[src/rtl/ahb_mem_write_buffer.sv]
// Posted-write buffer between the AHB slave stage and an SRAM port.
// Queues {addr, data} beats in a DEPTH-entry FIFO and drains them through a req/ack handshake.
module ahb_mem_write_buffer #(
   parameter int DEPTH = 4
) (
   input  logic        HCLK,
   input  logic        HRESET,
   input  logic [31:0] mem_WR_addr,
   input  logic        mem_write_flag,
   input  logic [31:0] HWDATA_toMem,
   output logic        HREADY,
   output logic        sram_req,
   output logic [31:0] sram_addr,
   output logic [31:0] sram_wdata,
   input  logic        sram_ack,
   output logic [15:0] wr_count,
   output logic        overflow
);

   localparam int AW = $clog2(DEPTH);
   localparam int CW = AW + 1;
   localparam logic [CW-1:0] FULL      = CW'(DEPTH);
   localparam logic [CW-1:0] HR_LIMIT  = CW'(DEPTH - 2);
   localparam logic [CW-1:0] ONE       = CW'(1);

   typedef enum logic {IDLE, REQ} state_t;

   // Handshake: a beat transfers on any edge where sram_req and sram_ack are both high;
   // sram_req, sram_addr and sram_wdata stay stable until that edge.
   state_t         state_q, state_d;
   logic [AW-1:0]  wr_ptr_q, wr_ptr_d;
   logic [AW-1:0]  rd_ptr_q, rd_ptr_d;
   logic [CW-1:0]  count_q, count_d;
   logic [15:0]    wr_count_q, wr_count_d;
   logic           overflow_q, overflow_d;
   logic [63:0]    mem_q [DEPTH];
   logic [63:0]    mem_d [DEPTH];

   logic           pop;
   logic           push;
   logic [63:0]    head;

   assign head = mem_q[rd_ptr_q];
   assign pop  = (state_q == REQ) && sram_ack;
   // A full FIFO still accepts a beat when the head leaves on the same edge.
   assign push = mem_write_flag && ((count_q < FULL) || pop);

   always_comb begin
      mem_d      = mem_q;
      wr_ptr_d   = wr_ptr_q;
      rd_ptr_d   = rd_ptr_q;
      count_d    = count_q;
      wr_count_d = wr_count_q;
      overflow_d = overflow_q;
      state_d    = state_q;

      if (push) begin
         mem_d[wr_ptr_q] = {mem_WR_addr, HWDATA_toMem};
         wr_ptr_d        = wr_ptr_q + AW'(1);
      end
      if (pop) begin
         rd_ptr_d   = rd_ptr_q + AW'(1);
         wr_count_d = wr_count_q + 16'd1;
      end
      if (push && !pop) begin
         count_d = count_q + ONE;
      end else if (pop && !push) begin
         count_d = count_q - ONE;
      end
      if (mem_write_flag && !push) begin
         overflow_d = 1'b1;
      end

      case (state_q)
         IDLE: begin
            if (count_q != '0) begin
               state_d = REQ;
            end
         end
         REQ: begin
            if (sram_ack && (count_q == ONE) && !push) begin
               state_d = IDLE;
            end
         end
         default: state_d = IDLE;
      endcase
   end

   always_ff @(posedge HCLK) begin
      if (HRESET) begin
         state_q    <= IDLE;
         wr_ptr_q   <= '0;
         rd_ptr_q   <= '0;
         count_q    <= '0;
         wr_count_q <= '0;
         overflow_q <= 1'b0;
      end else begin
         state_q    <= state_d;
         wr_ptr_q   <= wr_ptr_d;
         rd_ptr_q   <= rd_ptr_d;
         count_q    <= count_d;
         wr_count_q <= wr_count_d;
         overflow_q <= overflow_d;
      end
   end

   // Storage needs no reset: entries are only visible through count and the pointers.
   always_ff @(posedge HCLK) begin
      mem_q <= mem_d;
   end

   assign HREADY     = (count_q <= HR_LIMIT);
   assign sram_req   = (state_q == REQ);
   assign sram_addr  = sram_req ? {head[63:34], 2'b00} : 32'h0;
   assign sram_wdata = sram_req ? head[31:0] : 32'h0;
   assign wr_count   = wr_count_q;
   assign overflow   = overflow_q;

endmodule

[config.mk]
export PLATFORM = sky130hd
export DESIGN_NAME = ahb_mem_write_buffer
export DESIGN_NICKNAME = d
export VERILOG_FILES = /design/src/rtl/ahb_mem_write_buffer.sv
export SDC_FILE = /design/constraint.sdc
export NUM_CORES = 1
export LEC_CHECK = 0
export ABC_CLOCK_PERIOD_IN_PS = 3400
export CAP_MARGIN = 20
export CORE_UTILIZATION = 54
export CTS_CLUSTER_DIAMETER = 100
export DETAILED_ROUTE_END_ITERATION = 8
export GPL_TIMING_DRIVEN = 0
export PLACE_DENSITY = 0.79
export SLEW_MARGIN = 20
export SYNTH_ARGS = -nofsm -noshare
export SYNTH_HDL_FRONTEND = slang
export SYNTH_SLANG_ARGS = --single-unit
[constraint.sdc]
create_clock -name HCLK -period 3.4 [get_ports HCLK]
set_clock_uncertainty 0.1 [all_clocks]
set_input_delay 0.51 -clock HCLK [delete_from_list [all_inputs] [get_ports HCLK]]
set_output_delay 0.51 -clock HCLK [all_outputs]
set_load 0.01 [all_outputs]
==> impl_metrics.csv, run 1 <==
group,metric,value,unit
status,outcome,"completed",
floorplanning,core_area,19000,um^2
clock_network,tritoncts,"done",
final_layout,nets,786,
sta,min_period,3150,ps
detailed_routing,dr.pass1.iters,4,
sta,slew_violations,0,
detailed_routing,viasPerCell,5.48,
yosys,ys_seq_area_share,75.0,%
place,port-buffer-count,144,
yosys,ys_ff_latch,273,
yosys,synthCells,531,
worst_setup_path,cp_common_cell,"buf_4",
sta,fin_hold_ws,212,ps
clock_network,holdBufCountCts,0,
floorplanning,num_rows,50,
clock_network,cts_setup_buffers,0,
yosys,yosys_warnings,0,
place,placed_area,12500,um^2
yosys,syn_avg_cell_area,20.0,um^2
final_layout,layout_common_cells,"edfxtp_1, clkdlybuf4s50_1, and2_1",
worst_setup_path,crit_chain,"buf_4, buf_4, mux4_2, and2_1, clkdlybuf4s50_1",
worst_setup_path,required,2790,ps
yosys,synth_area,10600,um^2
detailed_routing,wl_met3,1120,um
floorplanning,die_y,142,um
power,irDropWorstVdd,0.000465,V
clock_network,clk_pin_slew_worst_paths,60,ps
worst_setup_path,cp-start-kind,"flip-flop",
detailed_routing,routed_wl,19800,um
worst_setup_path,critPathMaxFanout,10,
power,power.leakage,4.38,nW
clock_network,htree_levels,1,
final_layout,design_area,13400,um^2
sta,grt_setup_unrepaired,"false",
worst_setup_path,critPathKind,"flip-flop to primary output",
final_layout,area_growth,26.1,%
place,dp_hpwl,12500,um
floorplanning,die_area,20200,um^2
detailed_routing,wirelength_met1,8260,um
global_route,grt_pass1_vias,5728,
detailed_routing,wire_per_inst,20.0,um
worst_setup_path,cp_slowest_cell,"mux4_2",
final_layout,diodes,0,
worst_setup_path,cp_slowest_stage_delay,550,ps
final_layout,finalNonFillerCells,989,
floorplanning,die_w,142,um
floorplanning,io_pins,151,
power,power_density,711,nW/um^2
sta,fin_ws,247,ps
yosys,synthDistinctLibCells,29,
detailed_routing,maxUsedRoutingLayer,"met5",
detailed_routing,route.met2.wl,10100,um
sta,max_freq,317,MHz
global_route,grt_first_pass_wirelength,31200,um
final_layout,utilization,70.5,%
sta,tightestPinTransition,515,ps
sta,finalHoldViolCount,0,
sta,fin_crit_sh,92.7,%
global_route,grt_max_degree,39,
clock_network,cts_buffers,27,
power,finalPower,9.51,mW
detailed_routing,ant_nets,0,
detailed_routing,num_vias,5421,
final_layout,drive_gt1_share,18.8,%
global_route,antenna_found_initial,1,
min_path,worstHoldPathType,"input port to flip-flop",
detailed_routing,drc,0,
place,placed_cells,940,
sta,tns,0,ps
run,max-cap-violations,0,
place,pre_cts_slack,608,ps
global_route,grt_usage,20.5,%
sta,setup_violations,0,
worst_setup_path,cp.arrival,2540,ps
detailed_routing,drtIter0Drc,319,
worst_setup_path,endpoint_kind,"primary output",
place,gp_congestion,0.779,
clock_network,clockBufferDepth,3,
final_layout,layout_commonest_cell,"edfxtp_1",
clock_network,clock_sinks,273,
global_route,gr-total-overflow,0,
clock_network,cts_root_buf,"clkbuf_16",
sta,slew_headroom,65.7,%
floorplanning,initial_core_util,55.9,%
clock_network,clk_latency,530,ps
## flip-flops by register name (all words and copies together), names as in the netlist
name / count
count_q: 3
mem_q: 248
overflow: 1
rd_ptr_q: 2
sram_req: 1
wr_count: 16
wr_ptr_q: 2
## worst max-delay path, delay by kind of cell (launching register included)
kind	cells	cell delay, ps
buffers and inverters	3	950
DFF	1	320
muxes	1	550
and+or+nand+nor	1	190
## final timing paths
check,from,endpoint,slack (ps),depth (start not counted)
worst min-delay path,sram_ack,wr_count[1],210,3
worst max register to register,sram_req,mem_q[210],920,5
worst max-delay path,rd_ptr_q[0],sram_wdata[5],250,5
worst min register to register,wr_count[15],wr_count[15],390,2
## power by group
group	leakage, nW	switching [mW]	internal (mW)
sequential	2.48	0.114	4.11
clock	0.442	1.20	1.73
combinational	1.46	1.11	1.25
total	4.38	2.42	7.08
## what timing repair did
item,in CTS,in global routing
gates resized for setup,0,8
endpoints found under the hold margin,0,0
setup endpoints to repair,0,18
## layout make-up
type                       count  area (um^2)
buffer                        28          159
clock buffer                  31          711
inverter                       4         15.0
clock inverter                19          179
fill                        1199         5590
tap                          260          325
sequential                   273         7950
multi-input combinational    226         2490
timing repair buffer         148         1540
## synth_stat cells (all sizes together)
cell    instances  share of area (%)
and2           67                4.0
or3             3               0.18
buf            15               0.99
edfxtp        248                 70
conb            1              0.035
o21ai           3               0.14
nor3            1              0.047
nand4           9               0.67
nand3           6               0.28
nor4            1              0.059
xnor2           3               0.25
inv             4               0.14
mux2i           2               0.19
and4            4               0.38
nand2b          1              0.059
xor2           15                1.2
ha             10                1.2
a21boi          1               0.11
clkbuf         14               0.50
nor2           22               0.78
nand2           5               0.18
a31oi           1              0.059
dfxtp          25                4.7
a21oi           7               0.33
mux4           62                 13
nand4b          1              0.083
## routing by layer
metal  up-vias  global-route usage (%)
met5         -                       0
met4         2                    5.60
met3        29                    4.44
met2       146                    34.3
met1      2794                    27.6
li1       2450                       -
## kinds of logic (layout without fill, tap and decap cells)
logic type	count (synthesis)	after routing	synth area share (%)
other	1	2	0.0354
muxes	64	64	13.4
adders and majority gates	10	10	1.18
buffers and inverters	33	230	1.63
xor gates and xnor gates	18	18	1.49
and+or+nand+nor	120	120	6.67
DFF	273	273	75.0
AOI/OAI and AO/OA	12	12	0.637
Power figures use the tool's default switching activity.
==> inputs of run 2 (changes only) <==
--- a/constraint.sdc
+++ b/constraint.sdc
@@ -3,3 +3,3 @@
 set_input_delay 0.51 -clock HCLK [delete_from_list [all_inputs] [get_ports HCLK]]
 set_output_delay 0.51 -clock HCLK [all_outputs]
-set_load 0.01 [all_outputs]
+set_load 0.005 [all_outputs]
==> run 2 against run 1 <==
Against the previous run:
- sequential cell count stayed put
- power is 1.3% lower
- design area hardly changed
- worst setup slack worse by 130 ps
- core utilization hardly changed
- critical path type unchanged
==> impl_metrics.csv, run 2 (synthesis results as in run 1) <==
group,metric,value,unit
status,outcome,"completed",
worst_setup_path,cp-start-kind,"flip-flop",
floorplanning,num_rows,50,
power,combPwrFrac,23.8,%
worst_setup_path,endpoint_kind,"primary output",
global_route,antenna_found_initial,1,
min_path,holdPathStages,3,
global_route,gr-total-overflow,0,
clock_network,cts_resized,0,
place,gp_congestion,0.779,
floorplanning,die_y,142,um
power,netSwitchingFraction,24.6,%
worst_setup_path,reg2reg_depth,5,
worst_setup_path,rr_startpoint,"sram_req",
power,seqPwrFrac,45.0,%
global_route,grt_usage,20.5,%
global_route,grt_pass1_vias,5728,
clock_network,clk_pin_slew_worst_paths,60,ps
clock_network,clk_latency,530,ps
clock_network,holdBufCountCts,0,
clock_network,htree_levels,1,
final_layout,utilization,70.5,%
global_route,grt_max_degree,39,
worst_setup_path,r2r_setup_slack,930,ps
clock_network,cts_buffers,27,
power,p_int,7.08,mW
final_layout,area_growth,26.1,%
detailed_routing,num_vias,5425,
final_layout,layout_common_cells,"edfxtp_1, clkdlybuf4s50_1, and2_1",
place,port-buffer-count,144,
final_layout,largest_register_ff_count,248,
final_layout,layout_commonest_cell,"edfxtp_1",
power,clock_power_share,31.2,%
detailed_routing,ant_nets,0,
place,placed_cells,940,
worst_setup_path,cp.arrival,2680,ps
final_layout,nets,786,
final_layout,diodes,0,
final_layout,finalNonFillerCells,989,
clock_network,tritoncts,"done",
sta,setup_violations,0,
sta,slew_headroom,55.0,%
clock_network,clock_sinks,273,
power,power.leakage,4.37,nW
min_path,hp-start,"sram_ack",
clock_network,cts_setup_buffers,0,
worst_setup_path,critPathKind,"flip-flop to primary output",
sta,tightestPinTransition,675,ps
sta,min_period,3290,ps
final_layout,regMostFlops,"mem_q",
power,finalPower,9.39,mW
worst_setup_path,critPathMaxFanout,10,
detailed_routing,drtIter0Drc,289,
power,power_density,703,nW/um^2
min_path,hold_end,"wr_count[1]",
floorplanning,die_w,142,um
floorplanning,initial_core_util,55.9,%
detailed_routing,routed_wl,19800,um
global_route,grt_first_pass_wirelength,31200,um
detailed_routing,dr.pass1.iters,5,
detailed_routing,wire_per_inst,20.0,um
place,dp_hpwl,12500,um
floorplanning,die_area,20200,um^2
sta,fin_crit_sh,96.7,%
detailed_routing,viasPerCell,5.49,
power,irDropWorstVdd,0.000457,V
min_path,worstHoldPathType,"input port to flip-flop",
sta,slew_violations,0,
worst_setup_path,required,2790,ps
clock_network,cts_root_buf,"clkbuf_16",
power,switching_power,2.31,mW
floorplanning,io_pins,151,
detailed_routing,drc,0,
clock_network,clockBufferDepth,3,
final_layout,drive_gt1_share,18.5,%
sta,finalHoldViolCount,0,
floorplanning,core_area,19000,um^2
run,max-cap-violations,0,
sta,tns,0,ps
sta,fin_hold_ws,213,ps
sta,max_freq,304,MHz
worst_setup_path,reg2reg_to,"mem_q[210]",
run 2: metal layers:
| layer | part of all wire (%) | wire length [um] | GRT usage (%) | up-vias |
|---|---|---|---|---|
| met2 | 51 | 10000 | 34.3 | 155 |
| met1 | 42 | 8220 | 27.6 | 2784 |
| met3 | 6.0 | 1180 | 4.44 | 29 |
| met5 | 0.066 | 13 | 0 | - |
| li1 | - | - | - | 2455 |
| met4 | 1.7 | 333 | 5.60 | 2 |
run 2: power by group through the flow:
stage	combinational (mW)	sequential, mW	clock (mW)
3_5_place_dp	2.28	4.29	0
4_1_cts	2.29	4.22	2.99
6_report	2.24	4.22	2.93
3_3_place_gp	2.18	4.31	0
2_1_floorplan	1.19	4.27	0
5_1_grt	2.43	4.25	3.13
run 2: worst max path at each step:
stage	from	depth (start not counted)	end	slack, ps
after floorplan	sram_ack	4	mem_q[0]	290
after global placement	mem_write_flag	3	mem_q[153]	-1140
after detailed placement	rd_ptr_q[1]	5	sram_wdata[19]	640
after CTS	rd_ptr_q[1]	5	sram_addr[6]	90
after global routing	rd_ptr_q[1]	5	sram_wdata[19]	-1
final	rd_ptr_q[1]	5	sram_wdata[19]	110
run 2: worst max-delay path, cell delays in order, from the launching register on:
cell and delay, ps:
dfxtp_1 310, buf_2 240, clkbuf_1 560, mux4_2 410
and2_1 170, clkdlybuf4s50_1 480
run 2: final cells by class:
type,instances,area [um^2]
fillers,1199,5590
clock buffers,31,711
repair buffers,148,1540
well taps,260,325
inverters,4,15.0
plain buffers,28,156
clock inverters,19,179
multi-input cells,226,2490
flip-flops and latches,273,7950
run 2: metrics by stage:
| step | setup WS (ps) | cell area, um^2 |
|---|---|---|
| finish | 113 | 13400 |
| global placement | -1140 | 12400 |
| CTS | 92.6 | 13400 |
| detailed placement | 638 | 12500 |
| floorplan | 287 | 10600 |
| global route | -1.15 | 13400 |
==> inputs of run 3 (changes only) <==
CAP_MARGIN = default   (was 20)
==> results of run 3 <==
Same layout as run 2: the final DEF is identical, and so are final timing and power.
